### src/rtl/decoder_seq_onehot_if.sv
// Request/output bundle for decoder_seq_onehot.
// Handshake: a request transfers on a rising clk edge where in_valid and
// in_ready are both high. in_ready is combinational (idle and enabled).
// The master may hold in_valid; a request seen while in_ready is low is not
// consumed and has no effect.
interface decoder_seq_onehot_if #(
  parameter int AW     = 4,
  parameter int HOLD_W = 8
);
  logic              en_n;
  logic              in_valid;
  logic              in_ready;
  logic [AW-1:0]     in_addr;
  logic [HOLD_W-1:0] in_hold;
  logic              in_mode;
  logic [(1<<AW)-1:0] y;
  logic [AW-1:0]     cur_addr;
  logic              busy;
  logic              done;

  // Requester side: drives enable and the request, observes outputs.
  modport master (
    output en_n, in_valid, in_addr, in_hold, in_mode,
    input  in_ready, y, cur_addr, busy, done
  );

  // Decoder side.
  modport slave (
    input  en_n, in_valid, in_addr, in_hold, in_mode,
    output in_ready, y, cur_addr, busy, done
  );
endinterface

### src/rtl/decoder_seq_onehot.sv
// Registered N-to-2^N one-hot decoder with hold time and optional scan.
// Each accepted address is driven on y for in_hold+1 cycles. In scan mode
// the address then walks upward to 2^AW-1 with no gap, ending there.
// Optional feature macro: DECODER_SCAN_EN (undefined: in_mode is ignored
// and every request is a single-address request).
// dbg_state exposes the FSM state (0 = idle, 1 = drive).
module decoder_seq_onehot #(
  parameter int AW     = 4,
  parameter int HOLD_W = 8
) (
  input  logic                clk,
  input  logic                rst,
  decoder_seq_onehot_if.slave bus,
  output logic [0:0]          dbg_state
);

  localparam int OW = 1 << AW;

  localparam logic [0:0] ST_IDLE  = 1'b0;
  localparam logic [0:0] ST_DRIVE = 1'b1;

  localparam logic [AW-1:0] ADDR_LAST = {AW{1'b1}};
  localparam logic [OW-1:0] Y_ONE     = {{(OW-1){1'b0}}, 1'b1};

  logic [0:0]        state_q, state_d;
  logic [OW-1:0]     y_q, y_d;
  logic [AW-1:0]     cur_addr_q, cur_addr_d;
  logic [HOLD_W-1:0] cnt_q, cnt_d;
  logic              done_q, done_d;

  logic in_ready_w;
  logic expire_w;
  logic advance_w;

`ifdef DECODER_SCAN_EN
  // Reload value and mode are only needed to continue a scan.
  logic [HOLD_W-1:0] hold_q, hold_d;
  logic              mode_q, mode_d;
`else
  logic unused_mode;
  assign unused_mode = bus.in_mode;
`endif

  assign in_ready_w = (state_q == ST_IDLE) && !bus.en_n;
  // The counter counts down to zero; the edge that sees zero ends the slot.
  assign expire_w   = (cnt_q == '0);

`ifdef DECODER_SCAN_EN
  // Continue only while there is a higher address left; checked before the
  // increment so cur_addr never wraps.
  assign advance_w = mode_q && (cur_addr_q != ADDR_LAST);
`else
  assign advance_w = 1'b0;
`endif

  // Next-state logic: enable abort has priority over everything else.
  always_comb begin
    state_d    = state_q;
    y_d        = y_q;
    cur_addr_d = cur_addr_q;
    cnt_d      = cnt_q;
    done_d     = 1'b0;
`ifdef DECODER_SCAN_EN
    hold_d     = hold_q;
    mode_d     = mode_q;
`endif
    if (bus.en_n) begin
      state_d = ST_IDLE;
      y_d     = '0;
    end else begin
      case (state_q)
        ST_IDLE: begin
          y_d = '0;
          if (bus.in_valid) begin
            state_d    = ST_DRIVE;
            y_d        = Y_ONE << bus.in_addr;
            cur_addr_d = bus.in_addr;
            cnt_d      = bus.in_hold;
`ifdef DECODER_SCAN_EN
            hold_d     = bus.in_hold;
            mode_d     = bus.in_mode;
`endif
          end
        end
        ST_DRIVE: begin
          if (!expire_w) begin
            cnt_d = cnt_q - HOLD_W'(1);
          end else if (advance_w) begin
            cur_addr_d = cur_addr_q + AW'(1);
            y_d        = y_q << 1;
`ifdef DECODER_SCAN_EN
            cnt_d      = hold_q;
`endif
          end else begin
            state_d = ST_IDLE;
            y_d     = '0;
            done_d  = 1'b1;
          end
        end
        default: begin
          state_d = ST_IDLE;
          y_d     = '0;
        end
      endcase
    end
  end

  // State and output registers, cleared asynchronously by rst.
  always_ff @(posedge clk or posedge rst) begin
    if (rst) begin
      state_q    <= ST_IDLE;
      y_q        <= '0;
      cur_addr_q <= '0;
      cnt_q      <= '0;
      done_q     <= 1'b0;
`ifdef DECODER_SCAN_EN
      hold_q     <= '0;
      mode_q     <= 1'b0;
`endif
    end else begin
      state_q    <= state_d;
      y_q        <= y_d;
      cur_addr_q <= cur_addr_d;
      cnt_q      <= cnt_d;
      done_q     <= done_d;
`ifdef DECODER_SCAN_EN
      hold_q     <= hold_d;
      mode_q     <= mode_d;
`endif
    end
  end

  assign bus.in_ready = in_ready_w;
  assign bus.y        = y_q;
  assign bus.cur_addr = cur_addr_q;
  assign bus.busy     = (state_q == ST_DRIVE);
  assign bus.done     = done_q;
  assign dbg_state    = state_q;

endmodule

### src/flat_wrapper.sv
// flat-port wrapper written by rule: the top's interface ports become plain ports
module decoder_seq_onehot_flat 
#(
  parameter int AW     = 4,
  parameter int HOLD_W = 8
)
  (clk, rst, dbg_state, bus_en_n, bus_in_valid, bus_in_addr, bus_in_hold, bus_in_mode, bus_in_ready, bus_y, bus_cur_addr, bus_busy, bus_done);
  decoder_seq_onehot_if #(.AW(AW), .HOLD_W(HOLD_W)) bus_i ();
  input  logic clk;
  input  logic rst;
  output logic [0:0] dbg_state;
  input wire logic [$bits(bus_i.en_n)-1:0] bus_en_n;
  input wire logic [$bits(bus_i.in_valid)-1:0] bus_in_valid;
  input wire logic [$bits(bus_i.in_addr)-1:0] bus_in_addr;
  input wire logic [$bits(bus_i.in_hold)-1:0] bus_in_hold;
  input wire logic [$bits(bus_i.in_mode)-1:0] bus_in_mode;
  output wire logic [$bits(bus_i.in_ready)-1:0] bus_in_ready;
  output wire logic [$bits(bus_i.y)-1:0] bus_y;
  output wire logic [$bits(bus_i.cur_addr)-1:0] bus_cur_addr;
  output wire logic [$bits(bus_i.busy)-1:0] bus_busy;
  output wire logic [$bits(bus_i.done)-1:0] bus_done;
  assign bus_i.en_n = bus_en_n;
  assign bus_i.in_valid = bus_in_valid;
  assign bus_i.in_addr = bus_in_addr;
  assign bus_i.in_hold = bus_in_hold;
  assign bus_i.in_mode = bus_in_mode;
  assign bus_in_ready = bus_i.in_ready;
  assign bus_y = bus_i.y;
  assign bus_cur_addr = bus_i.cur_addr;
  assign bus_busy = bus_i.busy;
  assign bus_done = bus_i.done;
  decoder_seq_onehot #(.AW(AW), .HOLD_W(HOLD_W)) u_core (.clk(clk), .rst(rst), .bus(bus_i), .dbg_state(dbg_state));
endmodule
### config.mk
export PLATFORM = sky130hd
export DESIGN_NAME = decoder_seq_onehot_flat
export DESIGN_NICKNAME = d
export VERILOG_FILES = /design/src/rtl/decoder_seq_onehot_if.sv /design/src/rtl/decoder_seq_onehot.sv /design/src/flat_wrapper.sv
export SDC_FILE = /design/constraint.sdc
export NUM_CORES = 1
export LEC_CHECK = 0
export CORE_MARGIN = 1
export CORE_UTILIZATION = 50
export DETAILED_ROUTE_END_ITERATION = 7
export PLACE_DENSITY = 0.87
export SETUP_SLACK_MARGIN = 0.15
export SLEW_MARGIN = 20
export SYNTH_ARGS = -nofsm -noshare
export SYNTH_HDL_FRONTEND = slang
export SYNTH_SLANG_ARGS = --single-unit
### constraint.sdc
create_clock -name clk -period 2.9 [get_ports clk]
set_input_delay 0.29 -clock clk [delete_from_list [all_inputs] [get_ports clk]]
set_output_delay 0.29 -clock clk [all_outputs]
set_load 0.1 [all_outputs]
==> impl_metrics.json <==
{
  "ant_nets": 0,
  "path_delay_family": "flip-flops",
  "dp_hpwl_mm": 2.12,
  "cts_tree": "yes",
  "slew_headroom_pct": 45.2,
  "grt_use_met1_pct": 25.1,
  "cp_slowest_cell": "dfrtp_1",
  "wl_mm": 3.00,
  "avgSynthCellArea_um2": 9.81,
  "hold_buffers": 0,
  "synth_top_cells_by_count": "dfrtp_1, nand2_1, nor2_1",
  "fin_crit_ns": 1.98,
  "clkTransAtPathRegs_ns": 0.10,
  "layout.nets": 203,
  "grt_use_total_pct": 21.9,
  "setup_viol": 0,
  "yosysWarningCount": 0,
  "grt_overflow_total": 0,
  "post-route-period-util_pct": 68.2,
  "critPathMaxFanout": 29,
  "dr.pass1.iters": 4,
  "place_area_um2": 1770,
  "dp_slack_ns": 0.926,
  "fin_setup_tns_ns": 0,
  "use_met2_pct": 37.3,
  "p_leak_nw": 0.871,
  "vias": 1221,
  "start_util_pct": 52.4,
  "synth_edf_count": 0,
  "synth_top_area_cell": "dfrtp_1",
  "die_h_um": 55.5,
  "clock_path_buffers": 2,
  "synth_cell_types": 35,
  "gp_congestion": 0.826,
  "critPathBufInv": 0,
  "hold_viol": 0,
  "diodes": 0,
  "via_per_inst": 5.65,
  "cts_buffers": 5,
  "grt_first_pass_wirelength_mm": 5.24,
  "ys_seq_area_share_pct": 52.4,
  "synth_cells": 146,
  "max-vdd-ir-drop_v": 0.000548,
  "cts.sinks": 30,
  "reg2reg_setup_slack_ns": 0.92,
  "cpPeakStageDelay_ns": 0.89,
  "areaGrowthSynthToFinish_pct": 28.8,
  "grt_pass1_vias": 1182,
  "arrival_ns": 2.15,
  "outcome": "finished, final reports clean",
  "yosysTopAreaCellShare_pct": 52.4,
  "holdCritPathClass": "in -> async",
  "required_ns": 3.07,
  "drt_iter0_drc": 36,
  "synth.most_common_cell": "dfrtp_1",
  "start_kind": "flop",
  "synth_seq_cells": 30,
  "drc": 0,
  "layout_setup_ws_ns": 0.923,
  "cts_resized": 0,
  "layout-drive-gt1-share_pct": 21.1,
  "crit_type": "reg -> reg",
  "post_cts_buffers": 0,
  "rsz0062_at_grt": "false",
  "port-buffer-count": 39,
  "maxCapViolations": 0,
  "async_flop_share_pct": 100,
  "end_kind": "flop",
  "p_per_area_nw_per_um2": 585,
  "synth_area_um2": 1430,
  "drv_slew": 0,
  "synth-main-ff-cell": "dfrtp_1",
  "placementRows": 19,
  "grt.busiest_layer": "met2",
  "avgRoutedWirePerCell_um": 13.9,
  "finalClockSkew_ns": 0.00850,
  "grt_max_degree": 31,
  "clk_latency_ns": 0.32,
  "h-tree-depth": 2,
  "io_pins": 41,
  "cp_cell_sequence": "nor2_1 -> a311o_2 -> mux2i_1 -> o311ai_0",
  "antenna_found_initial": 0,
  "met3_usage_pct": 7.49,
  "fp.coreArea_um2": 2730,
  "design_area_um2": 1850,
  "die-area_um2": 3080,
  "tightest_slew_ns": 0.823,
  "cts_root_buffer": "clkbuf_4",
  "die_w_um": 55.5,
  "fmax_mhz": 506,
  "synthesis.nets": 165,
  "yosys-top-cells-area": "dfrtp_1, nand2_1, a22o_1"
}
## routing by layer
layer | share of wire [%] | up-vias
met5 | 0 | -
met2 | 50 | 48
met3 | 6.0 | 4
met1 | 42 | 581
li1 | - | 588
met4 | 1.3 | 0
## final timing paths
kind                                  start  cells past startpoint               end
min in group clk           u_core.bus.y[15]                      2  u_core.bus.y[15]
max                         u_core.bus.busy                      4   u_core.cnt_q[7]
min reg2reg                u_core.bus.y[15]                      2  u_core.bus.y[15]
min                                     rst                      3   u_core.cnt_q[2]
max in group asynchronous               rst                      3  u_core.bus.y[14]
max reg2reg                 u_core.bus.busy                      4   u_core.cnt_q[7]
## flip-flops by register name, summed over array words and instances, names as in the netlist
register             flops
u_core.bus.done          1
u_core.cnt_q             8
u_core.bus.y            16
u_core.bus.cur_addr      4
u_core.bus.busy          1
## final cells by class
cell class | count | area [um^2]
clock buffers | 8 | 78.8
fillers | 232 | 888
inverters | 8 | 30.0
multi-input cells | 98 | 602
flip-flops and latches | 30 | 751
well taps | 31 | 38.8
repair buffers | 41 | 345
## power breakdown
group	internal, W	switching (W)	total [W]
sequential	0.000454	0.0000452	0.000499
clock	0.000166	0.000144	0.000310
combinational	0.0000860	0.000185	0.000271
## through the flow
step	instances	total power [W]	utilization, %	hold slack [ns]
3_3_place_gp	208	0.000767	64.6	0.462
4_1_cts	216	0.00109	67.5	0.323
5_1_grt	216	0.00113	67.5	0.373
6_report	216	0.00108	67.5	0.323
3_5_place_dp	208	0.000778	64.6	0.471
2_1_floorplan	146	0.000704	-	0.381
## logic make-up after synthesis
group,count (synthesis),synth area share (%)
AO/OA/AOI/OAI,36,17.9
buffers and inverters,18,5.76
multiplexers,2,1.40
AND/OR/NAND/NOR,58,20.8
adder cells (fa/ha/maj),2,1.75
flip-flops,30,52.4
## layout by cell type (no fill, tap or decap)
| cell type | netlist | final |
|---|---|---|
| clkdlybuf4s50_1 | 0 | 15 |
| nor2b_1 | 4 | 4 |
| nand2b_1 | 3 | 3 |
| clkbuf_4 | 0 | 5 |
| o311ai_0 | 1 | 1 |
| dfrtp_1 | 30 | 30 |
| or4b_1 | 1 | 1 |
| o22ai_1 | 1 | 1 |
| nor4_4 | 1 | 1 |
| o21ai_0 | 9 | 9 |
| or3b_1 | 1 | 1 |
| buf_4 | 1 | 26 |
| and4b_1 | 1 | 1 |
| clkbuf_8 | 0 | 3 |
| a2bb2oi_1 | 4 | 4 |
| nor2_2 | 0 | 1 |
| a21oi_1 | 6 | 6 |
| nand3_1 | 4 | 4 |
| nor3_2 | 1 | 1 |
| a31oi_1 | 1 | 1 |
| inv_1 | 7 | 7 |
| nor2_1 | 11 | 10 |
| o22a_1 | 1 | 1 |
| inv_2 | 1 | 1 |
| o31ai_1 | 2 | 2 |
| o41ai_1 | 1 | 1 |
| mux2i_1 | 2 | 2 |
| a311o_2 | 1 | 1 |
| nor3_1 | 2 | 2 |
| nand4_1 | 1 | 1 |
| nor3b_1 | 3 | 3 |
| a22o_1 | 7 | 7 |
| nand2_1 | 25 | 25 |
| a32o_1 | 2 | 2 |
| ha_1 | 2 | 2 |
## worst register-to-register path, delay by kind of cell, from the launching register on
family	cells	cell delay (ns)
AND/OR/NAND/NOR	1	0.12
multiplexers	1	0.18
AO/OA/AOI/OAI	2	0.64
flip-flops	1	0.89
Power figures use the tool's default switching activity.
